===== config.mk =====
export PLATFORM = sky130hd
export DESIGN_NAME = mul_seq_radix_flat
export DESIGN_NICKNAME = d
export VERILOG_FILES = /design/src/rtl/mul_seq_radix_if.sv /design/src/rtl/mul_seq_radix.sv /design/src/flat_wrapper.sv
export SDC_FILE = /design/constraint.sdc
export NUM_CORES = 1
export LEC_CHECK = 0
export BUFFER_PORTS_ARGS = -buffer_cell sky130_fd_sc_hd__clkbuf_2
export CAP_MARGIN = 15
export CORE_MARGIN = 2
export CORE_UTILIZATION = 24
export DETAILED_ROUTE_END_ITERATION = 12
export GPL_TIMING_DRIVEN = 0
export HOLD_SLACK_MARGIN = 0.06
export MAX_ROUTING_LAYER = met4
export SLEW_MARGIN = 20
export SYNTH_ARGS = -nofsm -noshare
export SYNTH_HDL_FRONTEND = slang
export SYNTH_SLANG_ARGS = --single-unit

===== constraint.sdc =====
create_clock -name CLK -period 4.5 [get_ports CLK]
set_input_delay 0.225 -clock CLK [delete_from_list [all_inputs] [get_ports CLK]]
set_output_delay 0.225 -clock CLK [all_outputs]
set_load 0.02 [all_outputs]

===== src/rtl/mul_seq_radix_if.sv =====
// Operand/result bundle for mul_seq_radix.
// The SIGNED line exists only when MUL_SEQ_SIGNED_EN is defined.
interface mul_seq_radix_if #(
  parameter int LEN = 16
);
  logic                 START;
  logic [LEN-1:0]       A;
  logic [LEN-1:0]       B;
  logic                 BUSY;
  logic                 DONE;
  logic [2*LEN-1:0]     Y;
`ifdef MUL_SEQ_SIGNED_EN
  logic                 SIGNED;

  modport master (output START, A, B, SIGNED, input BUSY, DONE, Y);
  modport slave  (input START, A, B, SIGNED, output BUSY, DONE, Y);
`else
  modport master (output START, A, B, input BUSY, DONE, Y);
  modport slave  (input START, A, B, output BUSY, DONE, Y);
`endif
endinterface


===== src/rtl/mul_seq_radix.sv =====
// Digit-serial LEN x LEN -> 2*LEN multiplier, DIGIT multiplier bits per RUN cycle.
// Optional two's-complement mode is enabled with MUL_SEQ_SIGNED_EN (adds SIGNED).
module mul_seq_radix #(
  parameter int LEN   = 16,
  parameter int DIGIT = 4
) (
  input  logic           CLK,
  input  logic           RST,
  mul_seq_radix_if.slave bus
);
  localparam int W = 2 * LEN;

  localparam logic [1:0] IDLE = 2'd0;
  localparam logic [1:0] RUN  = 2'd1;
  localparam logic [1:0] FIN  = 2'd2;

  localparam logic [LEN-1:0] ONE_L = LEN'(1);
  localparam logic [W-1:0]   ONE_W = W'(1);

  logic [1:0]     state;
  logic [W-1:0]   mcand;
  logic [LEN-1:0] mplier;
  logic [W-1:0]   acc;
  logic           neg;
  logic [W-1:0]   y_q;

  logic [LEN-1:0] a_mag;
  logic [LEN-1:0] b_mag;
  logic           neg_in;
  logic [W-1:0]   digit_w;
  logic [W-1:0]   partial;
  logic [W-1:0]   y_fin;

  // Operand magnitudes and sign; the most negative value maps to 2^(LEN-1).
  always_comb begin
    a_mag  = bus.A;
    b_mag  = bus.B;
    neg_in = 1'b0;
`ifdef MUL_SEQ_SIGNED_EN
    if (bus.SIGNED) begin
      a_mag  = bus.A[LEN-1] ? (~bus.A + ONE_L) : bus.A;
      b_mag  = bus.B[LEN-1] ? (~bus.B + ONE_L) : bus.B;
      neg_in = bus.A[LEN-1] ^ bus.B[LEN-1];
    end
`endif
  end

  always_comb begin
    digit_w = W'(mplier[DIGIT-1:0]);
    partial = mcand * digit_w;
    y_fin   = neg ? (~acc + ONE_W) : acc;
  end

  always_ff @(posedge CLK) begin
    if (RST) begin
      state  <= IDLE;
      mcand  <= '0;
      mplier <= '0;
      acc    <= '0;
      neg    <= 1'b0;
      y_q    <= '0;
    end else if (bus.START) begin
      mcand  <= W'(a_mag);
      mplier <= b_mag;
      acc    <= '0;
      neg    <= neg_in;
      state  <= RUN;
    end else begin
      case (state)
        RUN: begin
          // Stop as soon as no nonzero multiplier digits (or multiplicand bits) remain.
          if (mcand == '0 || mplier == '0) begin
            y_q   <= y_fin;
            state <= FIN;
          end else begin
            acc    <= acc + partial;
            mcand  <= mcand << DIGIT;
            mplier <= mplier >> DIGIT;
          end
        end
        FIN:     state <= FIN;
        IDLE:    state <= IDLE;
        default: state <= IDLE;
      endcase
    end
  end

  assign bus.BUSY = (state == RUN);
  assign bus.DONE = (state == FIN);
  assign bus.Y    = y_q;

endmodule


===== src/flat_wrapper.sv =====
// flat-port wrapper written by rule: the top's interface ports become plain ports
module mul_seq_radix_flat 
#(
  parameter int LEN   = 16,
  parameter int DIGIT = 4
)
  (CLK, RST, bus_START, bus_A, bus_B, bus_BUSY, bus_DONE, bus_Y);
  mul_seq_radix_if #(.LEN(LEN)) bus_i ();
  input  logic CLK;
  input  logic RST;
  input wire logic [$bits(bus_i.START)-1:0] bus_START;
  input wire logic [$bits(bus_i.A)-1:0] bus_A;
  input wire logic [$bits(bus_i.B)-1:0] bus_B;
  output wire logic [$bits(bus_i.BUSY)-1:0] bus_BUSY;
  output wire logic [$bits(bus_i.DONE)-1:0] bus_DONE;
  output wire logic [$bits(bus_i.Y)-1:0] bus_Y;
  assign bus_i.START = bus_START;
  assign bus_i.A = bus_A;
  assign bus_i.B = bus_B;
  assign bus_BUSY = bus_i.BUSY;
  assign bus_DONE = bus_i.DONE;
  assign bus_Y = bus_i.Y;
  mul_seq_radix #(.LEN(LEN), .DIGIT(DIGIT)) u_core (.CLK(CLK), .RST(RST), .bus(bus_i));
endmodule

### Word level (Yosys, flattened, before mapping)

Cells that the tools add are included.

| storage, ports and cells | value |
|---|---|
| output and inout bits | 34 |
| logic and storage cells | 33 |
| bits in registers | 114 |

| cells by class | value |
|---|---|
| equal/unequal tests | 5 |
| reductions and logical operators | 8 |
| muxes and demuxes | 9 |
| $mul | 1 |
| $add $sub $neg | 1 |
| bitwise operators | 2 |

Operators by type and width:

| kind | count |
|---|---|
| 16-bit 2-to-1 mux | 6 |
| 32-bit adder | 1 |
| 32-bit logical NOT | 1 |
| 32-bit by 4-bit multiplier with 32-bit output | 1 |
| 16-bit logical NOT | 1 |
| 2-bit one-hot mux with 2 select lines | 1 |
| 2-bit AND reduction | 2 |
| 3-bit by 2-bit inequality test with 1-bit output (second input constant) | 1 |
| 3-bit AND reduction | 1 |
| 2-bit by 1-bit == test with 1-bit output (second input constant) | 1 |
| 2-bit == test (second input constant) | 1 |
| 2-bit 2-to-1 mux | 1 |
| 2-bit by 1-bit inequality test with 1-bit output (second input constant) | 1 |
| 2-bit inequality test (second input constant) | 1 |
| 1-bit NOT | 2 |
| 2-bit nonzero test | 1 |
| 2-bit OR reduction | 1 |
| 1-bit logical OR | 1 |
| 1-bit 2-to-1 mux | 1 |

### Logic depth before layout (Yosys ltp)

| logic depth | value |
|---|---|
| word-level depth | 5 |
| depth in mapped cells | 18 |

### Least setup slack after synthesis

OpenSTA, ideal clock, no wires.

| timing path | value |
|---|---|
| kind | reg-to-reg |
| start | register u_core.mplier[3] |
| end | register u_core.acc[21] |
| data arrival time | 4.376 ns |
| cell stages (with the launch flop) | 19 |
| buffers on the path | 2 |
| slack | 0.053 ns |
| library setup time | 0.070 ns |
| cells stage by stage | dfxtp_1 -> clkbuf_1 -> clkbuf_1 -> and2_1 -> fa_1 -> fa_1 -> inv_1 -> fa_1 -> inv_1 -> ha_1 -> and3_2 -> a221oi_2 -> or3_4 -> a21boi_2 -> or3_2 -> a21oi_1 -> xnor2_1 -> nand2_1 -> a21oi_1 |

| between the ends | value |
|---|---|
| cells in the longest elaborated chain, start to end | 4 |
| elaborated cells on any way between the ends | 6 |
| classes of those cells | add/sub (1); mul (1); bitwise (1); reduce/logical (3) |

Ends and longest elaborated chain:

| what | line | source |
|---|---|---|
| start, declared | mul_seq_radix.sv:22 | `logic [LEN-1:0] mplier;` |
| start signal, assigned | mul_seq_radix.sv:64 | `mplier <= b_mag;` |
| start signal, assigned | mul_seq_radix.sv:78 | `mplier <= mplier >> DIGIT;` |
| branches (longest 4 deep; another with 32-bit by 4-bit multiplier with 32-bit output) | - |  |
| end signal, assigned | mul_seq_radix.sv:76 | `acc <= acc + partial;` |
| end, declared | mul_seq_radix.sv:23 | `logic [W-1:0] acc;` |

Several ways; the timed one is not identified.
A chain may end at the register's enable or synchronous reset.

### Worst setup path after layout

| timing path | value |
|---|---|
| start | register u_core.mplier[3] |
| end | register u_core.acc[31] |

Same word-level chain as after synthesis.

==> metrics.cfg <==
[run_status]
status=finished, violations left
violations=setup timing

[timing]
skew_ns=0.0138
fmax_ghz=0.220
finalMaxSlewViolations=0
tns_ns=-0.0565
setup_violations=2
maxSlewHeadroom_pct=23.1
holdWs_ns=0.0599
worstMarginPinSlew_ns=1.15
report.final.hold_viol_count=0
rsz0062_at_grt=true
layout_min_cycle_time_ns=4.55
fin_crit_sh_pct=101
worst_slack_ns=-0.0496

[route]
routedWlPerCell_um=15.3
first_pass_iters=6
avgViaCountPerCell=4.54
drc_errors=0
dr_total_vias=7844
ant_nets=0
wl_um=26500
drt-initial-drc-count=531

[clock_tree]
clockRootBuffer=clkbuf_16
clock_latency_ns=0.43
cts_max_path_buffers=2
clock-sinks=114
htree_levels=4
cts_buffers=17
path_clk_slew_ns=0.06
tritoncts=yes

[final_layout]
final_layout_size_suffix_gt1_share_pct=14.0
area_growth_pct=25.7
fin_nets=1405
final_cells=1728
n_antenna_cell=0

[synth]
yosys.area.top_type_share_pct=25.9
async_flop_share_pct=0
yosysWarnings=0
syn-num-nets=1287
syn_inst=1129
yosys_register_bits=114
ys_seq_area_share_pct=25.9
synth_edf_count=0
synthesis.area_mm2=0.00882
synth_area_leaders=dfxtp_1, fa_1, a21oi_1, and2_1, nand2_1
syn_area_per_cell_um2=7.82
yosys.area.top_type=dfxtp_1
ys.flop_type=dfxtp_1
synth_cell_type_count=51

[critical_path]
crit_path_end_kind=flip-flop
r2r_setup_slack_ns=-0.05
arrival_ns=4.91
cp_data_required_time_ns=4.86
crit_type=flip-flop to flip-flop
cp-start-kind=flip-flop
rr_endpoint=u_core.acc[31]
worstReg2RegStart=u_core.mplier[3]
startpoint=u_core.mplier[3]
rr_worst_depth=18
path_max_fanout=5

[global_routing]
grt_pass1_vias=7751
track_usage_pct=14.5
antenna_found_initial=0
gr-total-overflow=0
grt_pass1_wl_um=42000
grt_max_degree=17

[placed_design]
portBuffers=68
gp_congestion=0.906
dp_hpwl_um=20000
dpl_worst_slack_ns=-1.11
dpl.cell_count=1665

[pwr]
power_density_mw_per_mm2=259
power_leakage_uw=0.00482
max-vdd-ir-drop_mv=0.152

[floorplan]
rows=70
die_area_mm2=0.0383
start_util_pct=24.2
pin_count=69
die_w_um=196
die_h_um=196
fp.coreArea_mm2=0.0364

[worst_hold_path]
hold_path_end=u_core.mcand[2]
hold_depth=3
hold_start=bus_A[2]
holdCritPathClass=input pin to flip-flop

[flow_run]
drv_cap=0

flip-flops by register name, indices dropped and copies added, names as in the netlist:
| name | cells |
|---|---|
| u_core.state | 2 |
| u_core.bus.Y | 32 |
| u_core.mplier | 16 |
| u_core.mcand | 32 |
| u_core.acc | 32 |
cell type report:
type / instances / area (um2)
plain buffers: 53 / 285
clock buffers: 19 / 453
clock inverters: 13 / 174
fillers: 3862 / 25300
inverters: 143 / 537
multi-input cells: 819 / 6130
flip-flops and latches: 114 / 2290
well taps: 468 / 586
repair buffers: 99 / 637
worst max-delay path: stages (launching register included):
cell and delay [ns]:
dfxtp_4 0.37, clkbuf_16 0.15, clkbuf_16 0.15, and2_4 0.13
fa_1 0.45, fa_1 0.50, inv_1 0.05, fa_1 0.49
inv_2 0.05, ha_4 0.28, and3_4 0.18, a221oi_4 0.08
or3_4 0.37, a21boi_4 0.24, o21ai_4 0.11, a21o_1 0.22
and4_4 0.19, or3_4 0.36, a21oi_2 0.11
logic make-up after synthesis:
logic type / count (synthesis) / share of synthesized area (%)
simple gates: 449 / 23.8
compound gates: 212 / 13.7
buf+inv: 196 / 8.35
fa+ha+maj: 123 / 24.8
flops: 114 / 25.9
xor+xnor: 29 / 2.88
mux: 6 / 0.681
repair_timing:
item | CTS | global route
hold buffers | 23 | 0
pin swaps | 6 | 14
buffers inserted | 2 | 5
resized for setup | 57 | 37
hold endpoints to repair | 23 | 0
endpoints found under the setup margin | 22 | 13
gates cloned | 1 | 0
through the flow:
stage	power [uW]	cell area [um2]	util [%]
after global placement	1370	9750	26.8
final	2870	11100	30.4
after floorplan	1260	8820	-
after CTS	2870	10900	30.0
after detailed placement	1370	9750	26.8
after global routing	2970	11100	30.4
layout by cell type, fill, tap and decap left out, types with 7 or more instances in the layout:
cell type      synthesis  routed
ha_4                   0       9
buf_4                  0       8
xnor2_1               18      18
nor4_1                14      13
a21oi_2                0       8
ha_1                  37      25
nand3_1               11       7
dfxtp_1              114     111
and2_1               110     108
nand2_1              163     163
clkbuf_16              0      19
a21o_1                16      16
nor2_1               120     118
inv_1                143     141
clkbuf_2               0      69
xor2_1                11      11
dlygate4sd3_1          0      23
a21oi_1              148     140
clkbuf_1              47      38
fa_1                  86      85
o21ai_0               16      12
synthesized netlist by cell type (2+ instances only):
| cell type | count |
|---|---|
| or2_2 | 2 |
| o211a_1 | 2 |
| mux2i_1 | 6 |
| o21ai_1 | 2 |
| a21boi_0 | 2 |
| xnor2_1 | 18 |
| nor2_1 | 120 |
| ha_1 | 37 |
| a21oi_1 | 148 |
| nor2b_1 | 2 |
| clkbuf_1 | 47 |
| dfxtp_1 | 114 |
| o21ai_0 | 16 |
| nor3_1 | 4 |
| buf_1 | 5 |
| fa_1 | 86 |
| a211oi_1 | 6 |
| nand3_1 | 11 |
| nor4_1 | 14 |
| inv_1 | 143 |
| a31oi_1 | 3 |
| nand4_1 | 6 |
| and2_1 | 110 |
| and3_1 | 3 |
| xor2_1 | 11 |
| or3_1 | 4 |
| nand2_1 | 163 |
| a21o_1 | 16 |
| a31o_2 | 3 |
| nand2b_1 | 4 |
power by group:
part | switching, uW | internal [uW]
Combinational | 214 | 125
Clock | 559 | 908
Sequential | 32.4 | 1030
Total | 805 | 2060
how the worst max path moves through the flow:
stage                     cells after the start  slack [ns]        endpoint
final                                        18       -0.05  u_core.acc[31]
after detailed placement                     16       -1.11  u_core.acc[30]
after CTS                                    18       -0.03  u_core.acc[31]
after global routing                         18       -0.15  u_core.acc[31]
after global placement                       16       -1.07  u_core.acc[30]
after floorplan                              18        0.05  u_core.acc[21]
routing by layer:
metal,share of wire (%),wire [um],up-vias,track usage [%]
li1,-,-,3837,-
met1,46,12300,3733,18.7
met2,45,12000,219,22.6
met3,4.9,1290,55,2.37
met4,3.5,933,0,6.37
met5,0,0,-,-
(Power assumes the default switching activity.)
